==> src/rtl/seg_pkg.sv <==
// Shared types, constants and hex-to-segment decode for the 7-segment scan controller.
package seg_pkg;

    typedef enum logic {
        ST_BLANK = 1'b0,
        ST_SHOW  = 1'b1
    } seg_state_e;

    localparam logic [6:0] SEG_BLANK = 7'h7F;

    localparam logic [3:0] ANODE_OFF = 4'b0000;
    localparam logic [3:0] ANODE_D0  = 4'b0001;
    localparam logic [3:0] ANODE_D1  = 4'b0010;
    localparam logic [3:0] ANODE_D2  = 4'b0100;
    localparam logic [3:0] ANODE_D3  = 4'b1000;

    function automatic logic [3:0] anode_onehot(input logic [1:0] digit);
        logic [3:0] a;
        case (digit)
            2'd0:    a = ANODE_D0;
            2'd1:    a = ANODE_D1;
            2'd2:    a = ANODE_D2;
            default: a = ANODE_D3;
        endcase
        return a;
    endfunction

    // Active-low cathodes, bit order {g,f,e,d,c,b,a}
    function automatic logic [6:0] hex_to_seg(input logic [3:0] nib);
        logic [6:0] s;
        case (nib)
            4'h0:    s = 7'b1000000;
            4'h1:    s = 7'b1111001;
            4'h2:    s = 7'b0100100;
            4'h3:    s = 7'b0110000;
            4'h4:    s = 7'b0011001;
            4'h5:    s = 7'b0010010;
            4'h6:    s = 7'b0000010;
            4'h7:    s = 7'b1111000;
            4'h8:    s = 7'b0000000;
            4'h9:    s = 7'b0010000;
            4'hA:    s = 7'b0001000;
            4'hB:    s = 7'b0000011;
            4'hC:    s = 7'b1000110;
            4'hD:    s = 7'b0100001;
            4'hE:    s = 7'b0000110;
            default: s = 7'b0001110;
        endcase
        return s;
    endfunction

endpackage

==> src/rtl/seg_hex_decode.sv <==
// Combinational hex nibble to active-low 7-segment cathode pattern.
module seg_hex_decode
    import seg_pkg::*;
(
    input  logic [3:0] nibble,
    output logic [6:0] seg
);

    always_comb begin
        seg = hex_to_seg(nibble);
    end

endmodule

==> src/rtl/seg_scan_ctrl.sv <==
// 4-digit common-anode 7-segment scan controller with blank gap, PWM and double-buffered update.
// Optional macro SEG_LZB_EN enables leading-zero blanking on digits 3..1.
module seg_scan_ctrl
    import seg_pkg::*;
#(
    parameter int unsigned TICK_DIV     = 100000,
    parameter int unsigned BLANK_CYCLES = 1000,
    parameter int unsigned CNT_W        = 17
) (
    input  logic        clk,
    input  logic        reset,
    input  logic        upd_valid,
    output logic        upd_ready,
    input  logic [15:0] upd_value,
    input  logic [3:0]  upd_dp,
    input  logic [3:0]  bright,
    output logic [3:0]  anode,
    output logic [6:0]  seg,
    output logic        dp,
    output logic        frame_done
);

    localparam logic [CNT_W-1:0] TICK_LAST  = CNT_W'(TICK_DIV - 1);
    localparam logic [CNT_W-1:0] BLANK_LAST = (BLANK_CYCLES == 0) ? CNT_W'(0) : CNT_W'(BLANK_CYCLES - 1);

    seg_state_e       state_q, state_n;
    logic [1:0]       digit_q, digit_n;
    logic [CNT_W-1:0] cnt_q, cnt_n;
    logic [3:0]       pwm_q, pwm_n;
    logic             pwm_en;

    logic [15:0]      disp_q, disp_n;
    logic [3:0]       disp_dp_q, disp_dp_n;
    logic [15:0]      shadow_q, shadow_n;
    logic [3:0]       shadow_dp_q, shadow_dp_n;
    logic             shadow_full_q, shadow_full_n;
    logic             xfer;

    logic [3:0]       nib_n;
    logic [6:0]       seg_dec;
    logic             lzb;

    assign upd_ready = ~shadow_full_q;
    assign xfer      = upd_valid & ~shadow_full_q;

    always_comb begin
        state_n = state_q;
        digit_n = digit_q;
        cnt_n   = cnt_q + CNT_W'(1);
        case (state_q)
            ST_BLANK: begin
                if (BLANK_CYCLES == 0 || cnt_q == BLANK_LAST) begin
                    state_n = ST_SHOW;
                    cnt_n   = '0;
                end
            end
            default: begin
                if (cnt_q == TICK_LAST) begin
                    digit_n = digit_q - 2'd1;
                    cnt_n   = '0;
                    state_n = (BLANK_CYCLES == 0) ? ST_SHOW : ST_BLANK;
                end
            end
        endcase
    end

    assign pwm_n  = pwm_q + 4'd1;
    assign pwm_en = (pwm_n <= bright);

    // frame_done_q marks the boundary cycle; outputs for the next slot use the post-swap value
    always_comb begin
        disp_n        = disp_q;
        disp_dp_n     = disp_dp_q;
        shadow_n      = shadow_q;
        shadow_dp_n   = shadow_dp_q;
        shadow_full_n = shadow_full_q;
        if (frame_done) begin
            if (shadow_full_q) begin
                disp_n        = shadow_q;
                disp_dp_n     = shadow_dp_q;
                shadow_full_n = 1'b0;
            end else if (xfer) begin
                disp_n    = upd_value;
                disp_dp_n = upd_dp;
            end
        end else if (xfer) begin
            shadow_n      = upd_value;
            shadow_dp_n   = upd_dp;
            shadow_full_n = 1'b1;
        end
    end

    assign nib_n = disp_n[{digit_n, 2'b00} +: 4];

    seg_hex_decode u_hex_decode (
        .nibble (nib_n),
        .seg    (seg_dec)
    );

`ifdef SEG_LZB_EN
    always_comb begin
        case (digit_n)
            2'd3:    lzb = (disp_n[15:12] == 4'h0);
            2'd2:    lzb = (disp_n[15:8] == 8'h00);
            2'd1:    lzb = (disp_n[15:4] == 12'h000);
            default: lzb = 1'b0;
        endcase
    end
`else
    always_comb begin
        lzb = 1'b0;
    end
`endif

    always_ff @(posedge clk or posedge reset) begin
        if (reset) begin
            state_q       <= ST_BLANK;
            digit_q       <= 2'd3;
            cnt_q         <= '0;
            pwm_q         <= '0;
            disp_q        <= '0;
            disp_dp_q     <= '0;
            shadow_q      <= '0;
            shadow_dp_q   <= '0;
            shadow_full_q <= 1'b0;
            anode         <= ANODE_OFF;
            seg           <= SEG_BLANK;
            dp            <= 1'b1;
            frame_done    <= 1'b0;
        end else begin
            state_q       <= state_n;
            digit_q       <= digit_n;
            cnt_q         <= cnt_n;
            pwm_q         <= pwm_n;
            disp_q        <= disp_n;
            disp_dp_q     <= disp_dp_n;
            shadow_q      <= shadow_n;
            shadow_dp_q   <= shadow_dp_n;
            shadow_full_q <= shadow_full_n;
            frame_done    <= (state_n == ST_SHOW) && (digit_n == 2'd0) && (cnt_n == TICK_LAST);
            if (state_n == ST_SHOW) begin
                anode <= pwm_en ? anode_onehot(digit_n) : ANODE_OFF;
                seg   <= lzb ? SEG_BLANK : seg_dec;
                dp    <= ~disp_dp_n[digit_n];
            end else begin
                anode <= ANODE_OFF;
                seg   <= SEG_BLANK;
                dp    <= 1'b1;
            end
        end
    end

endmodule

==> config.mk <==
export PLATFORM = sky130hd
export DESIGN_NAME = seg_scan_ctrl
export DESIGN_NICKNAME = d
export VERILOG_FILES = /design/src/rtl/seg_pkg.sv /design/src/rtl/seg_hex_decode.sv /design/src/rtl/seg_scan_ctrl.sv
export SDC_FILE = /design/constraint.sdc
export NUM_CORES = 1
export LEC_CHECK = 0
export ABC_AREA = 1
export CAP_MARGIN = 20
export CELL_PAD_IN_SITES_DETAIL_PLACEMENT = 1
export CELL_PAD_IN_SITES_GLOBAL_PLACEMENT = 2
export CORE_ASPECT_RATIO = 0.7
export CORE_MARGIN = 2
export CORE_UTILIZATION = 31
export CTS_CLUSTER_DIAMETER = 200
export CTS_CLUSTER_SIZE = 8
export DETAILED_ROUTE_END_ITERATION = 6
export PLACE_DENSITY = 0.84
export SLEW_MARGIN = 20
export SYNTH_ARGS = -nofsm -noshare
export SYNTH_HDL_FRONTEND = slang
export SYNTH_SLANG_ARGS = --single-unit
export TNS_END_PERCENT = 10
==> constraint.sdc <==
create_clock -name clk -period 2.2 [get_ports clk]
set_clock_uncertainty 0.2 [all_clocks]
set_input_delay 0.22 -clock clk [delete_from_list [all_inputs] [get_ports clk]]
set_output_delay 0.22 -clock clk [all_outputs]
set_load 0.005 [all_outputs]
==> summary.md, run 1 <==
| Metric | Value |
|---|---|
| Status | finished, violations left |
| Failing checks | setup timing |
| Final ANT Viol Nets | 0 |
| Drt total wl | 13.31 mm |
| Max Transition Viols Final | 0 |
| Worst r2r src | cnt_q[13] |
| Minimum clock period | 2.474 ns |
| Critical path peak fanout | 5 |
| CTS Sinks | 78 |
| Hold_buf cts | 0 |
| Average size of a mapped cell | 7.877 sq um |
| Die Width | 145.0 microns |
| Vias/cell | 4.697 |
| I/O Pins | 41 |
| Wire per inst | 15.41 microns |
| Clock Latency Late Sink | 0.34 ns |
| Starting Density | 0.3142 |
| NumNets Final | 708 |
| Total core area | 13740 sq um |
| Worst hold path class | primary input to asynchronous set/reset pin |
| Tcrit/Tclk final | 1.124 |
| Drc violations | 0 |
| Area of the multi-input gates | 2188 sq um |
| Critical path class | register to register |
| Std cell rows | 36 |
| Synth unique cells | 31 |
| Non-Filler Instances | 864 |
| RSZ-0062 raised after global routing | true |
| Max_slew headroom | 0.6827 |
| PD cells | 511.6 nW/um^2 |
| Syn_nets | 587 |
| Final setup fails | 8 |
| Max Clock Freq | 404.3 MHz |
| Mapped Area | 4317 sq um |
| Grt ovf | 0 |
| DR vias | 4058 |
| Reg2reg end | seg[0] |
| Worst EP required | 2.28 ns |
| Clk buf depth | 2 |
| Sequential fraction of the synthesis area | 0.4551 |
| Reg2reg setup slack | -0.27 ns |
| Yosys warns | 0 |
| Tot Pwr | 3.084 mW |
| Global-route wire length before repair | 21.78 mm |
| CTS Buf Count | 9 |
| Worst VDD drop | 359.9 uV |
| Share of layout cells above drive strength 1 | 0.2700 |
| R2r worst-path depth | 16 |
| Root Driver | clkbuf_16 |
| GPL Wtd Cong | 0.8825 |
| Post-place setup slack | -0.3881 ns |
| Critical Path End Type | register |
| Die ar. | 14900 sq um |
| Placed cell area | 5479 sq um |
| Worst-margin pin slew | 0.4760 ns |
| Initial antenna violation count | 0 |
| Fillcell total | 1670 |
| Cells after DPL | 838 |
| Max Cap Viol | 0 |
| Final worst slack | -0.2737 ns |
| Initial drt markers | 208 |
| Arr. time, crit path | 2.56 ns |
| Dpl hpwl | 9.898 mm |
| # diodes | 0 |
| Largest net degree at the start of global routing | 79 |
| FF/Latch Area | 1964 sq um |
| Die Height | 102.7 microns |
| Post-synthesis register bit count | 78 |
| Post-Synthesis Cells | 548 |
| Number of global-route vias before repair | 4267 |
| Clock Pin Slew Worst Setup and Hold Paths | 0.06 ns |
| Total GRT Usage | 0.1856 |
| IO buf count | 40 |
| DRT Pass-1 Iters | 4 |
| Area growth syn-to-layout | 39.62% |
| Final hold viol count | 0 |
| Critical Path Start Type | register |
| Finished Cell Area | 6027 sq um |
| Leak | 3.097 nW |
| TritonCTS clock tree | done |
| H-tree depth | 3 |
-- final cells by class --
cell class | instances | area share
flip-flops and latches | 78 | 0.3259
multi-input cells | 386 | 0.3631
repair buffers | 126 | 0.1789
clock inverters | 6 | 0.007474
inverters | 68 | 0.04546
well taps | 190 | 0.03944
clock buffers | 10 | 0.03965
-- sequential cells by signal, summed over array words and instances, names as in the netlist --
register	flops
cnt_q	17
disp_q	16
shadow_q	16
seg	7
anode	4
disp_dp_q	4
pwm_q	4
shadow_dp_q	4
digit_q	2
dp	1
frame_done	1
shadow_full_q	1
state_q	1
-- timing repair --
item	CTS	global route
setup buffers	3	7
setup endpoints to repair	12	15
resized for setup	15	34
cloned	0	0
pin swaps	5	22
-- cells in the final DEF (no fill, tap or decap), types with 4 or more instances in the layout --
cell,Yosys,routed
a21oi_1,6,4
buf_4,0,82
clkbuf_16,0,9
clkdlybuf4s50_1,0,40
clkinvlp_4,0,4
dfrtp_1,68,68
dfstp_2,10,10
ha_1,12,5
ha_4,0,5
inv_1,59,56
inv_2,8,6
inv_4,1,4
nand2_1,158,144
nand2_2,9,19
nand2_4,4,7
nand3_1,35,33
nand3_2,2,4
nand4_1,14,14
nor2_1,43,39
nor2_2,2,5
nor2_4,3,4
nor2_8,4,4
nor3_1,7,6
o21ai_0,66,66
xor2_1,12,12
-- where the power goes --
| part | switching, mW | internal, mW | total (mW) |
|---|---|---|---|
| clock | 0.638 | 0.801 | 1.44 |
| combinational | 0.0834 | 0.0768 | 0.160 |
| sequential | 0.0165 | 1.47 | 1.48 |
-- worst max-delay path by stage --
stage,startpoint,slack (ns),endpoint
floorplan,cnt_q[0],-0.19,seg[3]
global placement,upd_valid,-0.29,seg[1]
detailed placement,upd_valid,-0.39,seg[1]
CTS,cnt_q[12],-0.19,seg[4]
global route,cnt_q[13],-0.42,seg[0]
finish,cnt_q[13],-0.27,seg[0]
-- cell usage after synthesis, drive strengths merged --
library cell	instances	share of area
xor2	12	0.024
a32o	1	0.0023
nor3	7	0.0081
clkbuf	11	0.0096
nand4	16	0.030
nand3b	1	0.0017
nor2	52	0.067
nand2	171	0.16
nand3	38	0.049
ha	12	0.035
a21oi	6	0.0070
or2	1	0.0015
buf	5	0.0078
dfrtp	68	0.39
nor4	1	0.0015
o21ai	67	0.078
xnor2	1	0.0020
dfstp	10	0.061
inv	68	0.060
-- per-stage QoR --
stage / utilization / TNS [ns] / hold WS, ns
after floorplan: - / -1.060 / 0.1809
after global placement: 0.3988 / -1.735 / 0.2679
after detailed placement: 0.3988 / -2.567 / 0.2760
after CTS: 0.4249 / -1.271 / 0.1706
after global routing: 0.4387 / -3.241 / 0.1702
final: 0.4387 / -1.598 / 0.1139
-- metal layers --
| metal | vias to the layer above | track usage | wire (microns) |
|---|---|---|---|
| li1 | 1989 | - | - |
| met2 | 55 | 0.3048 | 6081 |
| met1 | 1999 | 0.2528 | 6586 |
| met5 | - | 0 | 0 |
| met3 | 15 | 0.03982 | 492 |
| met4 | 0 | 0.04798 | 153 |
-- cells by family after synthesis --
group / count (synthesis) / share of synthesized area
simple gates: 287 / 0.3197
flops: 78 / 0.4551
xor+xnor: 13 / 0.02638
buf+inv: 84 / 0.07710
compound gates: 74 / 0.08696
fa+ha+maj: 12 / 0.03478
-- critical path, stage by stage (launching register included) --
cell     delay, ns
dfrtp_1       0.41
nor2_4        0.18
nand2_4       0.09
nor2_8        0.16
buf_6         0.12
nand4_1       0.08
nand2_1       0.10
nand2_2       0.10
nand3_2       0.09
nand2_2       0.06
nor2_4        0.24
ha_4          0.19
buf_4         0.11
nand3_1       0.10
nand2_1       0.09
inv_2         0.04
nand2_1       0.06
Power figures use the tool's default switching activity.
==> run 2: changes to the inputs <==
--- a/config.mk
+++ b/config.mk
@@ -11,10 +11,9 @@
 export CELL_PAD_IN_SITES_GLOBAL_PLACEMENT = 2
 export CORE_ASPECT_RATIO = 0.7
-export CORE_MARGIN = 2
 export CORE_UTILIZATION = 31
 export CTS_CLUSTER_DIAMETER = 200
 export CTS_CLUSTER_SIZE = 8
 export DETAILED_ROUTE_END_ITERATION = 6
-export PLACE_DENSITY = 0.84
+export PLACE_DENSITY_LB_ADDON = 0.25
 export SLEW_MARGIN = 20
 export SYNTH_ARGS = -nofsm -noshare
==> constraint.sdc (replaced) <==
create_clock -name clk -period 2.2 [get_ports clk]
set_clock_uncertainty 0.2 [all_clocks]
set_input_delay 0.33 -clock clk [delete_from_list [all_inputs] [get_ports clk]]
set_output_delay 0.33 -clock clk [all_outputs]
set_load 0.005 [all_outputs]
==> run 2 against run 1 <==
  * The run still ends with setup timing left
  * Die area down 3.3%
  * Count of clock-buffer cells in the layout is the same
  * Final cell count up 0.46%
  * Critical path type unchanged
  * Largest cell class unchanged
  * Largest power group is now clock
  * Highest routed layer unchanged
==> summary.md, run 2 (synthesized netlist as in run 1, its figures left out) <==
| Metric | Value |
|---|---|
| Vias/cell | 4.685 (-0.24%) |
| Worst-margin pin slew | 0.4769 ns (+0.0008847 ns) |
| Reg2reg end | seg[1] |
| Wire per inst | 15.63 microns (+1.4%) |
| Setup TNS | -1.856 ns (-0.2578 ns) |
| Clk buf depth | 2 (unchanged) |
| PD cells | 508.0 nW/um^2 (-0.70%) |
| Worst VDD drop | 349.3 uV (-2.9%) |
| Post-place setup slack | -0.4766 ns (-0.08848 ns) |
| Hold_buf cts | 0 (unchanged) |
| CTS Buf Count | 9 (unchanged) |
| Max Clock Freq | 407.1 MHz (+0.70%) |
| RSZ-0062 raised after global routing | true |
| GPL Wtd Cong | 0.8660 (-1.9%) |
| Dpl hpwl | 10.03 mm (+1.3%) |
| Final ANT Viol Nets | 0 (unchanged) |
| Drc violations | 0 (unchanged) |
| Tcrit/Tclk final | 1.117 (-0.007858) |
| Worst hold path class | primary input to asynchronous set/reset pin |
| NumNets Final | 717 (+1.3%) |
| Starting Density | 0.3232 (+0.008977) |
| Status | finished, violations left |
| Worst r2r src | cnt_q[12] |
| Final worst slack | -0.2564 ns (+0.01729 ns) |
| R2r worst-path depth | 14 (-2) |
| Most frequent cells in the layout | nand2_1 (139), buf_4 (84), dfrtp_1 (67) |
| Largest net degree at the start of global routing | 41 (-48%) |
| Commonest non-fill, non-tap cell in the layout | nand2_1 |
| H-tree depth | 3 (unchanged) |
| Total core area | 13360 sq um (-2.8%) |
| Die Width | 143.0 microns (-1.4%) |
| Critical Path, Cell by Cell | nor2_4 -> nand2_4 -> nor2_8 -> nand4_4 -> nand2_2 -> nand2_4 -> nand3_2 -> nand2_2 -> nor2_4 -> ha_4 -> nand2_2 -> nor2_2 -> nor2_1 -> nand2_1 |
| Max Transition Viols Final | 0 (unchanged) |
| Critical path class | register to register |
| Critical Path Start Type | register |
| DRT Pass-1 Iters | 4 (unchanged) |
| Root Driver | clkbuf_16 |
| Most used cell, CP | nand2_2 |
| Largest Register | cnt_q |
| Grt ovf | 0 (unchanged) |
| Critical path peak fanout | 5 (unchanged) |
| Number of global-route vias before repair | 4339 (+1.7%) |
| Max Cap Viol | 0 (unchanged) |
| Finished Core Util | 0.4677 (+0.02902) |
| Cells after DPL | 837 (-0.12%) |
| Clock Latency Late Sink | 0.34 ns (about the same) |
| Final setup fails | 9 (+1) |
| Max reg flops | 17 (unchanged) |
| Non-Filler Instances | 868 (+0.46%) |
| Drt total wl | 13.56 mm (+1.9%) |
| Std cell rows | 35 (-2.8%) |
| Failing checks | setup timing |
| Reg2reg setup slack | -0.26 ns (+0.02 ns) |
| IO buf count | 40 (unchanged) |
| Worst EP required | 2.27 ns (about the same) |
| Final hold viol count | 0 (unchanged) |
| Die Height | 100.7 microns (-1.9%) |
| Die ar. | 14410 sq um (-3.3%) |
| Clock Pin Slew Worst Setup and Hold Paths | 0.07 ns (about the same) |
| Crit path max-delay cell type | dfrtp_1 |
| Area growth syn-to-layout | 44.72% |
| # diodes | 0 (unchanged) |
| Initial antenna violation count | 0 (unchanged) |
| Biggest regs | cnt_q: 17 flops, disp_q: 16 flops, shadow_q: 16 flops |
| Arr. time, crit path | 2.52 ns (-0.04 ns) |
| DR vias | 4067 (+0.22%) |
| Critical Path End Type | register |
| Global-route wire length before repair | 22.34 mm (+2.5%) |
| Max stage delay on crit path | 0.42 ns (about the same) |
| Total GRT Usage | 0.2022 (+0.01667) |
| Max_slew headroom | 0.6814 (-0.001259) |
| TritonCTS clock tree | done |
| Minimum clock period | 2.456 ns (-0.01729 ns) |
| CTS Sinks | 78 (unchanged) |
| Share of layout cells above drive strength 1 | 0.3001 (+0.03012) |
| Initial drt markers | 141 (-32%) |
| I/O Pins | 41 (unchanged) |
| Leak | 3.177 nW (+2.6%) |
| Fin Hold WS | 0.1796 ns (+0.06573 ns) |
run 2: changes by cell type in the layout (fill, tap and decap cells not counted), sizes merged:
cell      previous run  this run
buf                 86        95
clkinv               1         4
bufinv               0         1
inv                 69        67
clkinvlp             4         2
run 2: repair_timing:
action | CTS | global route
setup endpoints to repair | 9 | 15
pin swaps | 11 | 33
buffers inserted | 9 | 6
endpoints found under the hold margin | 0 | 0
gates resized for setup | 23 | 53
run 2: worst max-delay path by stage:
| stage | from | end | slack [ns] | depth (start not counted) |
|---|---|---|---|---|
| 2_1_floorplan | cnt_q[0] | seg[3] | -0.19 | 16 |
| 3_3_place_gp | upd_valid | seg[1] | -0.41 | 15 |
| 3_5_place_dp | upd_valid | seg[1] | -0.48 | 15 |
| 4_1_cts | cnt_q[13] | seg[4] | -0.21 | 13 |
| 5_1_grt | cnt_q[12] | seg[5] | -0.36 | 15 |
| 6_report | cnt_q[12] | seg[1] | -0.26 | 14 |
run 2: per-stage QoR:
step / area (sq um) / power (mW)
after floorplan: 4320 / 1.588
after global placement: 5515 / 1.674
after detailed placement: 5515 / 1.680
after CTS: 5966 / 3.231
after global routing: 6247 / 3.317
final: 6247 / 3.174
run 2: final cells by class:
type / count / area (sq um)
Fill cell: 1592 / 7109
Multi-Input combinational cell: 386 / 2295
Sequential cell: 78 / 1966
Timing Repair Buffer: 135 / 1181
Inverter: 68 / 274.0
Clock buffer: 10 / 239.0
Tap cell: 185 / 231.5
Clock inverter: 6 / 61.31
run 2: per-layer routing:
layer	GRT usage	share of wire	up-vias
li1	-	-	2001
met1	0.2908	0.51	2013
met2	0.3133	0.46	43
met3	0.03278	0.025	10
met4	0.05459	0.010	0
met5	0	0	-
run 2: critical path: cells and delay by family (launching register included):
family,cells,cell delay (ns)
adder cells (fa/ha/maj),1,0.25
AND/OR/NAND/NOR,13,1.52
flip-flops,1,0.42
run 2: where the power goes:
group	internal, mW	switching (mW)	total (mW)
clock	0.906	0.617	1.52
sequential	1.47	0.0171	1.48
combinational	0.0838	0.0827	0.167
